`src/rtl/hazard_ctrl.sv`:
```
// rtl/hazard_ctrl.sv - load-use and branch-operand hazard detection with stall/flush control
// A 2-state FSM stretches load-use stalls to LOAD_LAT cycles; a saturating counter tracks stalled cycles.
module hazard_ctrl #(
   parameter int REG_W    = 5,
   parameter int LOAD_LAT = 1,
   parameter int BR_IN_ID = 1,
   parameter int CNT_W    = 16
) (
   input  logic             clk_i,
   input  logic             rst_i,
   input  logic [31:0]      instr_i,
   input  logic             idex_memread_i,
   input  logic             idex_regwrite_i,
   input  logic [REG_W-1:0] idex_rd_i,
   input  logic             exmem_memread_i,
   input  logic [REG_W-1:0] exmem_rd_i,
   input  logic             branch_i,
   input  logic             branch_taken_i,
   output logic             pc_write_o,
   output logic             ifid_write_o,
   output logic             bubble_o,
   output logic             ifid_flush_o,
   output logic [CNT_W-1:0] stall_cnt_o
);

   if (LOAD_LAT < 1 || LOAD_LAT > 4) begin : g_bad_load_lat
      $error("hazard_ctrl: LOAD_LAT must be in 1..4");
   end

   typedef enum logic {IDLE, HOLD} state_t;

   state_t           state_q, state_d;
   logic [2:0]       rem_q, rem_d;
   logic [CNT_W-1:0] cnt_q, cnt_d;

   logic [5:0]       op;
   logic [REG_W-1:0] rs, rt;
   logic             use_rs, use_rt;
   logic             idex_hit, exmem_hit;
   logic             load_haz, br_haz;
   logic             stall;
   logic             unused_instr;

   assign op     = instr_i[31:26];
   assign rs     = REG_W'(instr_i[25:21]);
   assign rt     = REG_W'(instr_i[20:16]);
   assign use_rs = (op != 6'h02);
   assign use_rt = (op == 6'h00) || (op == 6'h04) || (op == 6'h2B);
   assign unused_instr = ^instr_i[15:0];

   // $0 is hard-wired, so a producer targeting it never creates a dependency
   assign idex_hit  = (idex_rd_i != '0) &&
                      ((use_rs && (idex_rd_i == rs)) || (use_rt && (idex_rd_i == rt)));
   assign exmem_hit = (exmem_rd_i != '0) &&
                      ((use_rs && (exmem_rd_i == rs)) || (use_rt && (exmem_rd_i == rt)));

   assign load_haz = idex_memread_i & idex_hit;
   assign br_haz   = (BR_IN_ID != 0) & branch_i &
                     ((idex_regwrite_i & idex_hit) | (exmem_memread_i & exmem_hit));

   always_comb begin
      state_d = state_q;
      rem_d   = rem_q;
      stall   = 1'b0;
      case (state_q)
         IDLE: begin
            stall = load_haz | br_haz;
            if (load_haz && (LOAD_LAT > 1)) begin
               state_d = HOLD;
               rem_d   = 3'(LOAD_LAT - 1);
            end
         end
         HOLD: begin
            stall = 1'b1;
            rem_d = rem_q - 3'd1;
            if (rem_q == 3'd1) begin
               state_d = IDLE;
            end
         end
         default: begin
            state_d = IDLE;
            rem_d   = 3'd0;
         end
      endcase
   end

   assign cnt_d = (stall && (cnt_q != '1)) ? cnt_q + CNT_W'(1) : cnt_q;

   always_ff @(posedge clk_i or negedge rst_i) begin
      if (!rst_i) begin
         state_q <= IDLE;
         rem_q   <= 3'd0;
         cnt_q   <= '0;
      end else begin
         state_q <= state_d;
         rem_q   <= rem_d;
         cnt_q   <= cnt_d;
      end
   end

   // While reset is held the pipeline must run freely regardless of hazard inputs
   assign pc_write_o   = ~(rst_i & stall);
   assign ifid_write_o = ~(rst_i & stall);
   assign bubble_o     = rst_i & stall;
   assign ifid_flush_o = rst_i & branch_taken_i & ~stall;
   assign stall_cnt_o  = cnt_q;

endmodule
```
`config.mk`:
```
export PLATFORM = sky130hd
export DESIGN_NAME = hazard_ctrl
export DESIGN_NICKNAME = d
export VERILOG_FILES = /design/src/rtl/hazard_ctrl.sv
export SDC_FILE = /design/constraint.sdc
export NUM_CORES = 1
export LEC_CHECK = 0
export BUFFER_PORTS_ARGS = -buffer_cell sky130_fd_sc_hd__clkbuf_2
export CAP_MARGIN = 40
export CORE_MARGIN = 4
export CORE_UTILIZATION = 48
export CTS_CLUSTER_SIZE = 12
export DETAILED_ROUTE_END_ITERATION = 10
export PLACE_DENSITY = 0.84
export SYNTH_ARGS = -nofsm -noshare
export SYNTH_HDL_FRONTEND = slang
export SYNTH_SLANG_ARGS = --single-unit
```
`constraint.sdc`:
```
create_clock -name clk_i -period 7.5 [get_ports clk_i]
set_input_delay 2.25 -clock clk_i [delete_from_list [all_inputs] [get_ports clk_i]]
set_output_delay 2.25 -clock clk_i [all_outputs]
set_load 0.03 [all_outputs]
```
# ---- Yosys cells after proc, flatten, opt, wreduce, memory -nomap -nowiden
# Index checks and enable logic that the tools add are counted.
dict set report word_totals {
  ff_bits 20
  output_inout_bits 20
  elab_cells 43
}
dict set report classes {
  add_sub_neg 2
  eq_ne 9
  n_mux 3
  n_bitwise 12
  reduce_logical 14
}
# op count
set op_table {}
lappend op_table {{$eq A5 B5 Y1} 4}
lappend op_table {{$add A16 B1 Y16 const B} 1}
lappend op_table {{$ne A16 B16 Y1 const B} 1}
lappend op_table {{$reduce_bool A5 Y1} 2}
lappend op_table {{$and A1 B1 Y1} 7}
lappend op_table {{$logic_and A1 B1 Y1} 7}
lappend op_table {{$eq A6 B3 Y1 const B} 1}
lappend op_table {{$eq A6 B6 Y1 const B} 1}
lappend op_table {{$logic_not A6 Y1} 1}
lappend op_table {{$ne A6 B2 Y1 const B} 1}
lappend op_table {{$logic_or A1 B1 Y1} 4}
lappend op_table {{$eq A3 B1 Y1 const B} 1}
lappend op_table {{$not A1 Y1} 3}
lappend op_table {{$sub A3 B1 Y3 const B} 1}
lappend op_table {{$mux W1} 2}
lappend op_table {{$or A1 B1 Y1} 2}
lappend op_table {{$pmux W1 S2} 1}

# ---- Logic depth before layout (Yosys ltp)
dict set report depth {
  word_depth 13
  ltp_mapped 9
  depth_no_buf 7
}

# ---- Worst setup path after synthesis
# OpenSTA, ideal clock, no wires.
dict set report synth_path {
  kind {input port to output port}
  startpoint {input instr_i[20]}
  endpoint {output bubble_o}
  arrival_time_ns 4.043
  required_ns 5.250
  setup_slack_ns 1.207
  path_stages 9
  path_cell_list {xnor2_1 nand3_1 or4_1 a211oi_1 nand4bb_1 buf_6 buf_6 nand2_1 inv_1}
}
dict set report synth_via {
  elab_chain_cells 10
}
# item line
set synth_rtl {}
lappend synth_rtl {{start, declared} 11} ;# input logic [31:0] instr_i,
lappend synth_rtl {{$eq A5 B5 Y1, on equally long branches} {53, 55}}
lappend synth_rtl {{$logic_and A1 B1 Y1, on equally long branches} {53, 55}}
lappend synth_rtl {{$logic_or A1 B1 Y1, on equally long branches} {53, 55}}
lappend synth_rtl {{$logic_and A1 B1 Y1, on equally long branches} {52, 54}}
lappend synth_rtl {{$and A1 B1 Y1} 59} ;# ((idex_regwrite_i & idex_hit) | (exmem_memread_i & exmem_hit));
lappend synth_rtl {{$or A1 B1 Y1} 59}
lappend synth_rtl {{$and A1 B1 Y1} 58} ;# assign br_haz = (BR_IN_ID != 0) & branch_i &
lappend synth_rtl {{$or A1 B1 Y1 *} 67} ;# stall = load_haz | br_haz;
lappend synth_rtl {{$pmux W1 S2 *} 65} ;# case (state_q)
lappend synth_rtl {{$and A1 B1 Y1 *} 104} ;# assign bubble_o = rst_i & stall;
lappend synth_rtl {{end, declared} 21} ;# output logic bubble_o,
# Mark *: on every way between the ends. The rest lies on a longest branch, timed or not.

# ---- Final worst setup path
dict set report layout_path {
  startpoint {input exmem_rd_i[0]}
  endpoint {output bubble_o}
}
dict set report layout_via {
  elab_chain_cells 10
}
# item line
set layout_rtl {}
lappend layout_rtl {{start, declared} 16} ;# input logic [REG_W-1:0] exmem_rd_i,
lappend layout_rtl {{$eq A5 B5 Y1} 55} ;# ((use_rs && (exmem_rd_i == rs)) || (use_rt && (exmem_rd_i == rt)));
lappend layout_rtl {{$logic_and A1 B1 Y1} 55}
lappend layout_rtl {{$logic_or A1 B1 Y1} 55}
lappend layout_rtl {{$logic_and A1 B1 Y1 *} 54} ;# assign exmem_hit = (exmem_rd_i != '0) &&
lappend layout_rtl {{$and A1 B1 Y1 *} 59}
lappend layout_rtl {{$or A1 B1 Y1 *} 59}
lappend layout_rtl {{$and A1 B1 Y1 *} 58}
lappend layout_rtl {{$or A1 B1 Y1 *} 67}
lappend layout_rtl {{$pmux W1 S2 *} 65}
lappend layout_rtl {{$and A1 B1 Y1 *} 104}
# Marked as above.

==> impl_metrics.yaml <==
synthesis:
  synth_top_area_share: 0.380
  synth_cells: 133
  synthArstFlopShare: 1.00
  ys_ff_latch: 20
  syn_area_sq_mm: 0.00132
  synth.largest_area_cell: "dfrtp_1"
  synth_edf_count: 0
  ys_top_cells_by_area: "dfrtp_1, xnor2_1, xor2_1"
  yosysSeqAreaShare: 0.380
  synth_nets: 185
  synth_ff_type: "dfrtp_1"
  avgSynthCellArea_sq_um: 9.91
  ys_types: 33
  ys_warn_count: 0
worst_setup_path:
  cp_max_fo: 18
  crit_type: "input port to output pin"
  end_kind: "output pin"
  worstPathArrival_ns: 4.12
  critPathRequiredTime_ns: 5.25
  critPathLaunchType: "input port"
cts:
  cts_buffer_depth: 2
  clk_pin_slew_ns: 0.11
  cts_made_buffers: 3
  cts.repair.resized: 0
  root_buffer: "clkbuf_4"
  htreeDepth: 1
  cts_setup_buffers: 0
  cts_sinks: 20
  ctsHoldBuffers: 0
  cts_tree: "done"
  insertion_delay_ns: 0.31
timing:
  final_hold_viol_count: 0
  fmax_mhz: 157
  drv_slew: 0
  worst_pin_slew_ns: 0.533
  fin_ws_ns: 1.13
  finClkSkew_ns: 0.0199
  post-route-min-period_ns: 6.37
  hold_slack_ns: 0.487
  rsz0062_at_grt: "no"
  fin_setup_tns_ns: 0
  finalSetupViolCount: 0
  slew-limit-headroom: 0.645
  post-route-period-util: 0.849
global_routing:
  grtUsageTotal: 0.180
  grt-ovfl-total: 0
  antenna_found_initial: 0
  grt_pass1_wl_microns: 4930
  grt_max_degree: 23
  grt_pass1_vias: 1145
drt:
  drc_errors: 0
  drtIter0Drc: 57
  ant_nets: 0
  wl_per_cell_microns: 13.8
  routed_wl_microns: 2990
  num_vias: 1179
  viasPerCell: 5.46
  dr.pass1.iters: 4
final_layout:
  fillers: 229
  stdcell_count: 216
  layout_commonest_cell: "clkbuf_2"
  diodes: 0
  seq_area_sq_um: 500
  drive_gt1_frac: 0.339
  final_nets: 239
  final_cell_mix: "clkbuf_2, xnor2_1, dfrtp_1"
  multi_input_area_sq_um: 764
  syn_to_final_growth_pct: 24.6
power:
  vdd_drop_max_v: 0.000139
  power_density_mw_per_mm2: 170
  leakagePower_uw: 0.000828
worst_hold_path:
  hold_path.class: "flip-flop to flip-flop"
placement:
  hpwlAfterDp_microns: 2500
  portBuffers: 52
  dp_slack_ns: 1.11
  gp_congestion: 0.835
  dp_cells: 212
floorplanning:
  die_h_microns: 60.4
  rows: 18
  start_util: 0.518
  fp.coreArea_sq_mm: 0.00254
  io_pins: 69
  die_area_sq_mm: 0.00365
  die_w_microns: 60.4
status:
  status: "finished, final reports clean"
run:
  cap_violations: 0
worst max-delay path, cell delays in order:
cell and delay (ns):
clkbuf_2 0.12, xnor2_1 0.15, nand3_1 0.11, or4_1 0.52
a211oi_1 0.20, nand4bb_1 0.15, buf_4 0.22, nand2_1 0.11
inv_1 0.08, clkbuf_2 0.20
final timing paths:
check,cells past startpoint,from,slack [ns],to
setup / recovery,10,exmem_rd_i[0],1.13,bubble_o
hold / removal,1,rem_q[2],0.49,rem_q[2]
setup reg to reg,5,stall_cnt_o[0],5.28,stall_cnt_o[1]
hold reg to reg,1,rem_q[2],0.49,rem_q[2]
max in group asynchronous,1,rst_i,5.24,rem_q[0]
min in group asynchronous,1,rst_i,1.89,stall_cnt_o[12]
state kept, by name, summed over array words and instances, names as in the netlist:
signal       flops
state_q          1
rem_q            3
stall_cnt_o     16
metrics by stage:
step | cell area (sq um) | utilization | total power, uW
6_report | 1640 | 0.645 | 279
5_1_grt | 1640 | 0.645 | 292
4_1_cts | 1640 | 0.645 | 280
3_5_place_dp | 1590 | 0.624 | 192
3_3_place_gp | 1590 | 0.624 | 186
2_1_floorplan | 1320 | - | 162
area by class of cell:
| type | count | share of cell area |
|---|---|---|
| clock inverters | 1 | 0.0183 |
| inverters | 5 | 0.0114 |
| well taps | 30 | 0.0229 |
| multi-input cells | 104 | 0.466 |
| repair buffers | 53 | 0.163 |
| clock buffers | 3 | 0.0137 |
| flip-flops and latches | 20 | 0.305 |
Yosys cell counts, drive strengths merged (2+ instances only):
| cell | count |
|---|---|
| ha | 3 |
| inv | 5 |
| xnor2 | 21 |
| nor2 | 5 |
| nor4 | 3 |
| nor3 | 3 |
| nand2 | 7 |
| a41oi | 2 |
| and3 | 8 |
| a21oi | 4 |
| nand4 | 7 |
| xor2 | 13 |
| buf | 3 |
| dfrtp | 20 |
| mux2 | 2 |
| or4 | 3 |
| nand3 | 11 |
kinds of logic (layout without fill, tap and decap cells):
kind of cell,Yosys count,in the layout,share of synthesized area
XOR/XNOR,34,34,0.226
buffers and inverters,9,62,0.0399
AND/OR/NAND/NOR,54,54,0.241
multiplexers,3,3,0.0304
adder cells (fa/ha/maj),3,3,0.0285
flip-flops,20,20,0.380
AO/OA/AOI/OAI,10,10,0.0541
layer usage:
metal | wire length (microns) | global-route usage
met1 | 1160 | 0.205
met2 | 1570 | 0.333
met3 | 196 | 0.0191
met4 | 57 | 0.0886
met5 | 0 | 0
power breakdown:
part	internal, uW	switching, uW	total, uW
combinational	27.2	39.2	66.4
clock	54.0	36.0	90.0
sequential	115	7.99	123
total	196	83.2	279
Power figures use the tool's default switching activity.
